`config.mk`:
```
export PLATFORM = sky130hd
export DESIGN_NAME = crc_engine_p
export DESIGN_NICKNAME = d
export VERILOG_FILES = /design/src/rtl/crc_engine_p.sv
export SDC_FILE = /design/constraint.sdc
export NUM_CORES = 1
export LEC_CHECK = 0
export ABC_AREA = 1
export CAP_MARGIN = 20
export CORE_MARGIN = 2
export CORE_UTILIZATION = 59
export CTS_CLUSTER_DIAMETER = 120
export CTS_CLUSTER_SIZE = 14
export DETAILED_ROUTE_END_ITERATION = 12
export DONT_BUFFER_PORTS = 1
export PLACE_DENSITY = 0.78
export SYNTH_ARGS = -nofsm -noshare
export SYNTH_HDL_FRONTEND = slang
export SYNTH_SLANG_ARGS = --single-unit
export TNS_END_PERCENT = 1
```
`constraint.sdc`:
```
create_clock -name clk -period 2 [get_ports clk]
set_input_delay 0.3 -clock clk [delete_from_list [all_inputs] [get_ports clk]]
set_output_delay 0.3 -clock clk [all_outputs]
set_load 0.02 [all_outputs]
```
`src/rtl/crc_engine_p.sv`:
```
// crc_engine_p: bus-mapped CRC-16/CRC-32 engine with programmable polynomial, seed and transposition.
// Defining CRC_IN_FIFO_EN adds an input FIFO of FIFO_DEPTH DATA writes in front of the folding engine.
module crc_engine_p #(
    parameter logic [31:0] BASE_ADDR      = 32'h4003_2000,
    parameter int          BITS_PER_CYCLE = 1,
    parameter int          FIFO_DEPTH     = 4
) (
    input  logic        clk,
    input  logic        rst,
    input  logic [31:0] addr,
    input  logic        RW,
    input  logic        Sel,
    input  logic [1:0]  size,
    input  logic [31:0] data_wr,
    output logic [31:0] data_rd,
    output logic        ready,
    output logic        busy
);
    localparam int OCC_W = $clog2(FIFO_DEPTH) + 1;

    logic [31:0]      ctrl;
    logic [31:0]      gpoly;
    logic [31:0]      state;
    logic [31:0]      operand;
    logic [5:0]       count;
    logic [OCC_W-1:0] fifo_count;

    logic        hit_data, hit_gpoly, hit_ctrl, hit_status;
    logic [1:0]  tot, totr;
    logic        fxor, was, tcrc;
    logic [31:0] mask;
    logic        stall, acc_wr;
    logic        wr_seed, wr_fold, wr_gpoly, wr_ctrl;
    logic [31:0] lane;
    logic [31:0] seed_val;
    logic        load_en;
    logic [31:0] load_lane;
    logic [1:0]  load_size;
    logic [5:0]  load_cnt;
    logic [31:0] load_op;
    logic [31:0] fold_state, fold_op;
    logic [5:0]  fold_count;
    logic        fold_fb;
    logic [31:0] result;
    logic [31:0] status_rd;

    // N-bit transposition; v must be zero above bit n-1, the result is right-aligned.
    function automatic logic [31:0] transpose(input logic [31:0] v, input logic [1:0] mode,
                                              input logic [5:0] n);
        logic [31:0] r;
        r = v;
        case (mode)
            2'b01: begin
                for (int i = 0; i < 8; i++) begin
                    r[i]      = v[7 - i];
                    r[8 + i]  = v[15 - i];
                    r[16 + i] = v[23 - i];
                    r[24 + i] = v[31 - i];
                end
            end
            2'b10: begin
                for (int i = 0; i < 32; i++) r[i] = v[31 - i];
                r = r >> (6'd32 - n);
            end
            2'b11: begin
                r = {v[7:0], v[15:8], v[23:16], v[31:24]};
                r = r >> (6'd32 - n);
            end
            default: r = v;
        endcase
        return r;
    endfunction

    function automatic logic [5:0] size_bits(input logic [1:0] sz);
        case (sz)
            2'b00:   return 6'd8;
            2'b01:   return 6'd16;
            default: return 6'd32;
        endcase
    endfunction

    function automatic logic [31:0] lane_of(input logic [31:0] d, input logic [1:0] sz);
        case (sz)
            2'b00:   return {24'h0, d[7:0]};
            2'b01:   return {16'h0, d[15:0]};
            default: return d;
        endcase
    endfunction

    assign hit_data   = (addr == BASE_ADDR);
    assign hit_gpoly  = (addr == BASE_ADDR + 32'h4);
    assign hit_ctrl   = (addr == BASE_ADDR + 32'h8);
    assign hit_status = (addr == BASE_ADDR + 32'hC);

    assign tot  = ctrl[31:30];
    assign totr = ctrl[29:28];
    assign fxor = ctrl[26];
    assign was  = ctrl[25];
    assign tcrc = ctrl[24];
    assign mask = tcrc ? 32'hFFFF_FFFF : 32'h0000_FFFF;

    assign ready    = !stall;
    assign acc_wr   = Sel && RW && ready;
    assign wr_seed  = acc_wr && hit_data && was;
    assign wr_fold  = acc_wr && hit_data && !was;
    assign wr_gpoly = acc_wr && hit_gpoly;
    assign wr_ctrl  = acc_wr && hit_ctrl;

    assign lane     = lane_of(data_wr, size);
    assign seed_val = transpose(lane, tot, size_bits(size)) & mask;
    assign load_cnt = size_bits(load_size);
    // Operand is left-aligned so the fold always consumes operand[31] first.
    assign load_op  = transpose(load_lane, tot, load_cnt) << (6'd32 - load_cnt);

    // A stored state left over from the other width is re-masked here before use.
    always_comb begin
        fold_state = state & mask;
        fold_op    = operand;
        fold_count = count;
        fold_fb    = 1'b0;
        for (int i = 0; i < BITS_PER_CYCLE; i++) begin
            if (fold_count != '0) begin
                fold_fb    = (tcrc ? fold_state[31] : fold_state[15]) ^ fold_op[31];
                fold_state = (fold_state << 1) & mask;
                if (fold_fb) fold_state = fold_state ^ (gpoly & mask);
                fold_op    = fold_op << 1;
                fold_count = fold_count - 6'd1;
            end
        end
    end

`ifdef CRC_IN_FIFO_EN
    localparam int PTR_W = (FIFO_DEPTH > 1) ? $clog2(FIFO_DEPTH) : 1;

    logic [31:0]      fifo_lane [FIFO_DEPTH];
    logic [1:0]       fifo_size [FIFO_DEPTH];
    logic [PTR_W-1:0] wr_ptr, rd_ptr;
    logic             fifo_empty, fifo_full, finishing, can_load, push, pop, engine_active;

    assign fifo_empty    = (fifo_count == '0);
    assign fifo_full     = (fifo_count == OCC_W'(FIFO_DEPTH));
    assign finishing     = busy && (fold_count == '0);
    assign can_load      = !busy || finishing;
    assign pop           = can_load && !fifo_empty;
    assign engine_active = busy || !fifo_empty;
    // An idle engine with nothing queued takes the write directly, keeping the unbuffered latency.
    assign push          = wr_fold && !(can_load && fifo_empty);
    assign load_en       = pop || (wr_fold && can_load && fifo_empty);
    assign load_lane     = pop ? fifo_lane[rd_ptr] : lane;
    assign load_size     = pop ? fifo_size[rd_ptr] : size;

    assign stall = Sel && ((hit_data && RW && !was && fifo_full && !pop) ||
                           (hit_data && (!RW || was) && engine_active) ||
                           (RW && (hit_gpoly || hit_ctrl) && engine_active));

    always_ff @(posedge clk) begin
        if (push) begin
            fifo_lane[wr_ptr] <= lane;
            fifo_size[wr_ptr] <= size;
        end
    end

    always_ff @(posedge clk or negedge rst) begin
        if (!rst) begin
            wr_ptr     <= '0;
            rd_ptr     <= '0;
            fifo_count <= '0;
        end else begin
            if (push) wr_ptr <= wr_ptr + PTR_W'(1);
            if (pop)  rd_ptr <= rd_ptr + PTR_W'(1);
            case ({push, pop})
                2'b10:   fifo_count <= fifo_count + OCC_W'(1);
                2'b01:   fifo_count <= fifo_count - OCC_W'(1);
                default: fifo_count <= fifo_count;
            endcase
        end
    end
`else
    assign fifo_count = '0;
    assign load_en    = wr_fold;
    assign load_lane  = lane;
    assign load_size  = size;
    assign stall      = Sel && busy && (hit_data || (RW && (hit_gpoly || hit_ctrl)));
`endif

    // Writes to state/GPOLY/CTRL are only accepted while idle, so they never race the fold.
    always_ff @(posedge clk or negedge rst) begin
        if (!rst) begin
            ctrl    <= '0;
            gpoly   <= 32'h0000_1021;
            state   <= 32'h0000_FFFF;
            operand <= '0;
            count   <= '0;
            busy    <= 1'b0;
        end else begin
            if (busy) begin
                state   <= fold_state;
                operand <= fold_op;
                count   <= fold_count;
                busy    <= (fold_count != '0);
            end
            if (load_en) begin
                operand <= load_op;
                count   <= load_cnt;
                busy    <= 1'b1;
            end
            if (wr_seed)  state <= seed_val;
            if (wr_gpoly) gpoly <= data_wr;
            if (wr_ctrl)  ctrl  <= data_wr;
        end
    end

    always_comb begin
        result = transpose(state & mask, totr, tcrc ? 6'd32 : 6'd16);
        if (fxor) result = result ^ mask;
    end

    assign status_rd = {24'h0, 4'(fifo_count), 3'b000, busy};

    always_comb begin
        data_rd = '0;
        if (rst && Sel && !RW && ready) begin
            if (hit_data)        data_rd = result;
            else if (hit_gpoly)  data_rd = gpoly;
            else if (hit_ctrl)   data_rd = ctrl;
            else if (hit_status) data_rd = status_rd;
        end
    end
endmodule

```
==> key figures <==
Worst setup path
  – Worst path arrival time: between 2000 and 2500 ps
  – Crit Path Category: flop to primary output
  – Worst path max stage delay: around 450 ps
  – Most used cell, CP: buf_4
  – Worst setup SP type: flop
  – CP top delay family: compound AO/OA/AOI/OAI gates
  – Buf/Inv on CP: 4
  – Cells along the critical path: buf_12 -> nand2_1 -> inv_1 -> o21ai_0 -> buf_4 -> o211ai_1 -> nand3_1 -> a21oi_1 -> buf_4 -> a211oi_4
  – Max FO, Critical Path: 11
  – Setup crit end kind: primary output
  – CP max stage cell: dfrtp_2
  – Worst EP required: around 1700 ps

Yosys
  – Avg Synthesized Cell Area: 6.13 um^2
  – Simple-gate share of the synthesized area: between 30% and 40%
  – Largest cells by area after synthesis: dfrtp_1, nand2_1, o21ai_0, nand3_1, inv_1
  – Yosys top cell by area: dfrtp_1
  – Syn Nets: about 1,800
  – Yosys reg bits: about 140
  – Synthesis Warnings: 0
  – Post-Syn Area: roughly 11,000 um^2
  – Top-area cell type share of the netlist area: roughly a quarter
  – Synth Area in Compound Gates: about 20%
  – Largest family of logic cells by synthesized area: simple AND/OR/NAND/NOR gates
  – Post-synthesis cell count: roughly 1,800
  – Xor/xnor share of the synthesized area: between 2 and 3%
  – Post-synthesis adder-cell area fraction: 0.230%
  – Seq/Total Area, Yosys: a little under a third
  – Mux share of post-synthesis cell area: less than 1%
  – Post-synth cell types: 43

Floorplan
  – Die W: between 100 and 150 um
  – Io pins: 104
  – Core ar.: approximately 18,000 um^2
  – Die height: 140 um
  – Row count: around 50
  – Die Area: about 20,000 um^2
  – Starting Density: 60.4%

Timing
  – Final period utilization: 138%
  – RSZ-0062 raised after global routing: yes
  – Max-slew violations: 0
  – Measured slew at the worst slew-check pin: slightly below 600 ps
  – Final hold slack: -429 ps
  – Final worst setup slack: -762 ps
  – Max Clock Freq: ~360 MHz
  – Final Hold Violating Endpoints: approximately 140
  – Slew margin rel.: 60.5%
  – Worst Skew: 12.7 ps
  – Setup violators final: 40
  – Setup TNS Final: -19,160 ps
  – Min Tclk post-route: between 2000 and 3000 ps

Power
  – Tot Pwr: 6500 uW
  – Switch Pwr: 1620 uW
  – Pwr per Cell Area: between 400 and 500 nW/um^2
  – Clock power frac: roughly half
  – Internal power: a little under 5000 uW
  – Switching part of the total power: 24.9%
  – Maximum VDD drop: ~560 uV
  – P_leak: 0.00686 uW
  – Reg power frac: between 40% and 50%
  – Combinational fraction of design power: under 10%

Clocking
  – Clock sink total: 135
  – Root buffer cell: clkbuf_16
  – Worst-skew pair later-pin latency: roughly 440 ps
  – Total CTS buffers: 17
  – Clock buffer depth: 2
  – CTS tree: built
  – H-tree levels: 4
  – Clk slew on worst S/H paths: 60 ps

Route
  – Final WL: 43,700 um
  – Antenna viol nets, final: 0
  – Routed WL per cell: 20.3 um
  – Drc violations: 0
  – First drt pass iteration count: 6
  – Via count: 13,200
  – Via/cell ratio: 6.13
  – Initial drt markers: between 1,500 and 2,000

Placed design
  – Inst Count DP: around 2,100
  – DP Wirelength: 32,000 um
  – Placer congestion estimate: just over 1
  – IO buf count: 0
  – Placed Instance Area: 13,000 um^2

Global routing
  – Initial antenna violation count: 0
  – GRT Residual Overflow: 0
  – Global Route Usage Sum: between 40% and 50%
  – Vias in the first global route: between 10,000 and 15,000
  – Largest net degree at the start of global routing: approximately 140
  – Global-route wire length before repair: 67,400 um

Layout
  – Most common cell after layout, fill and taps aside: nand2_1
  – Most frequent cells in the layout: nand2_1, buf_4, inv_1
  – Layout Nets: a little under 2,000
  – Sequential Area: ~3400 um^2
  – Multi-input gate area: between 6000 and 7000 um^2
  – Filler cells: between 1,000 and 1,500
  – Non-filler cells, final: around 2,200
  – Area Overhead vs Synth: 28.3%
  – Diode count: 0
  – Final core occ: between 70% and 80%
  – Fin area: 14,000 um^2
  – Share of layout cells above drive strength 1: about a fifth

Worst hold path
  – Hold Crit Class: input port to asynchronous set/reset pin

Run status
  – Failing checks: negative hold slack, negative setup slack
  – Outcome: finished with violations

Job
  – Max Cap Viol: 0
[kinds of logic after synthesis]
family | count (synthesis)
AO/OA/AOI/OAI | 394
XOR/XNOR | 32
adder cells (fa/ha/maj) | 2
buffers and inverters | 306
flip-flops | 135
multiplexers | 1
AND/OR/NAND/NOR | 907
[routing by layer]
| metal | vias to the layer above | track usage, % | share of wire [%] |
|---|---|---|---|
| met1 | 6080 | 57.3 | 37 |
| met2 | 936 | 68.3 | 45 |
| li1 | 6017 | - | - |
| met4 | 0 | 27.5 | 7.6 |
| met3 | 202 | 8.12 | 10 |
| met5 | - | 0 | 0 |
[worst register-to-register path: stages, from the launching register on]
cell and delay [ps]:
dfrtp_2 450, clkbuf_16 210, o21ai_4 170, or2_4 150, nand2_4 50, inv_2 70
buf_4 130, nand2_1 70, buf_4 150, o211ai_1 420, o21ai_0 230, nand2_1 130
nand3_1 90
[cell usage after synthesis]
master	instances
nand2_1	606
o21ai_0	219
inv_1	187
nand3_1	154
dfrtp_1	116
nor2_1	102
a21oi_1	67
clkbuf_1	60
buf_2	37
o211ai_1	35
xor2_1	32
o21ai_1	26
a211oi_1	21
dfstp_2	19
nand4_1	11
nor3_1	10
o22ai_1	9
buf_4	7
nand2_2	7
nor4_1	6
o21a_1	6
buf_1	5
o221ai_1	4
buf_6	3
clkinv_1	3
inv_2	3
nor2_2	3
ha_1	2
nand2_4	2
o2111ai_1	2
a2111oi_0	1
a21oi_4	1
a31oi_1	1
and3_1	1
clkinv_2	1
mux2i_1	1
nand3_4	1
nand3b_1	1
nand4_4	1
nor2_4	1
o21bai_1	1
o32ai_1	1
or2_2	1
[repair_timing]
action | in CTS | in global routing
setup endpoints to repair | 55 | 97
cloned | 1 | 1
setup buffers | 1 | 1
pin swaps | 10 | 9
endpoints found under the hold margin | 135 | 135
gates resized for setup | 47 | 61
[final timing paths]
path | startpoint | endpoint | slack (ps) | depth (start not counted)
max in group asynchronous | rst | state[15] | 2160 | 0
worst max-delay path | ctrl[24] | data_rd[4] | -760 | 10
worst min-delay path | rst | ctrl[23] | -430 | 0
worst min register to register | operand[24] | operand[24] | 480 | 2
worst max register to register | ctrl[24] | state[16] | -430 | 12
min in group clk | data_wr[5] | gpoly[5] | 40 | 2
[power by group through the flow]
stage                     clock, uW  combinational [uW]  sequential [uW]
after floorplan                   0                 273             2780
after global placement            0                 460             2780
after detailed placement          0                 465             2780
after CTS                      3260                 471             2740
after global routing           3380                 530             2730
final                          3270                 491             2740
[sequential cells by signal, indices dropped and copies added, names as in the netlist]
| signal | count |
|---|---|
| gpoly | 32 |
| operand | 32 |
| busy | 1 |
| count | 6 |
| ctrl | 32 |
| state | 32 |
[cell type report]
class                      count  share of cell area, %
clock buffer                  18                   3.07
tap                          229                   2.05
clock inverter                13                   1.22
multi-input combinational   1336                   48.5
sequential                   135                   24.4
timing repair buffer         233                   15.6
inverter                     194                   5.22
[through the flow]
step / setup WS, ps / hold slack, ps
after floorplan: -41.5 / 4.41
final: -762 / -429
after global placement: -197 / 15.9
after global routing: -809 / -432
after detailed placement: -246 / 13.0
after CTS: -657 / -433
No activity file was read; power rests on OpenSTA's default activity.
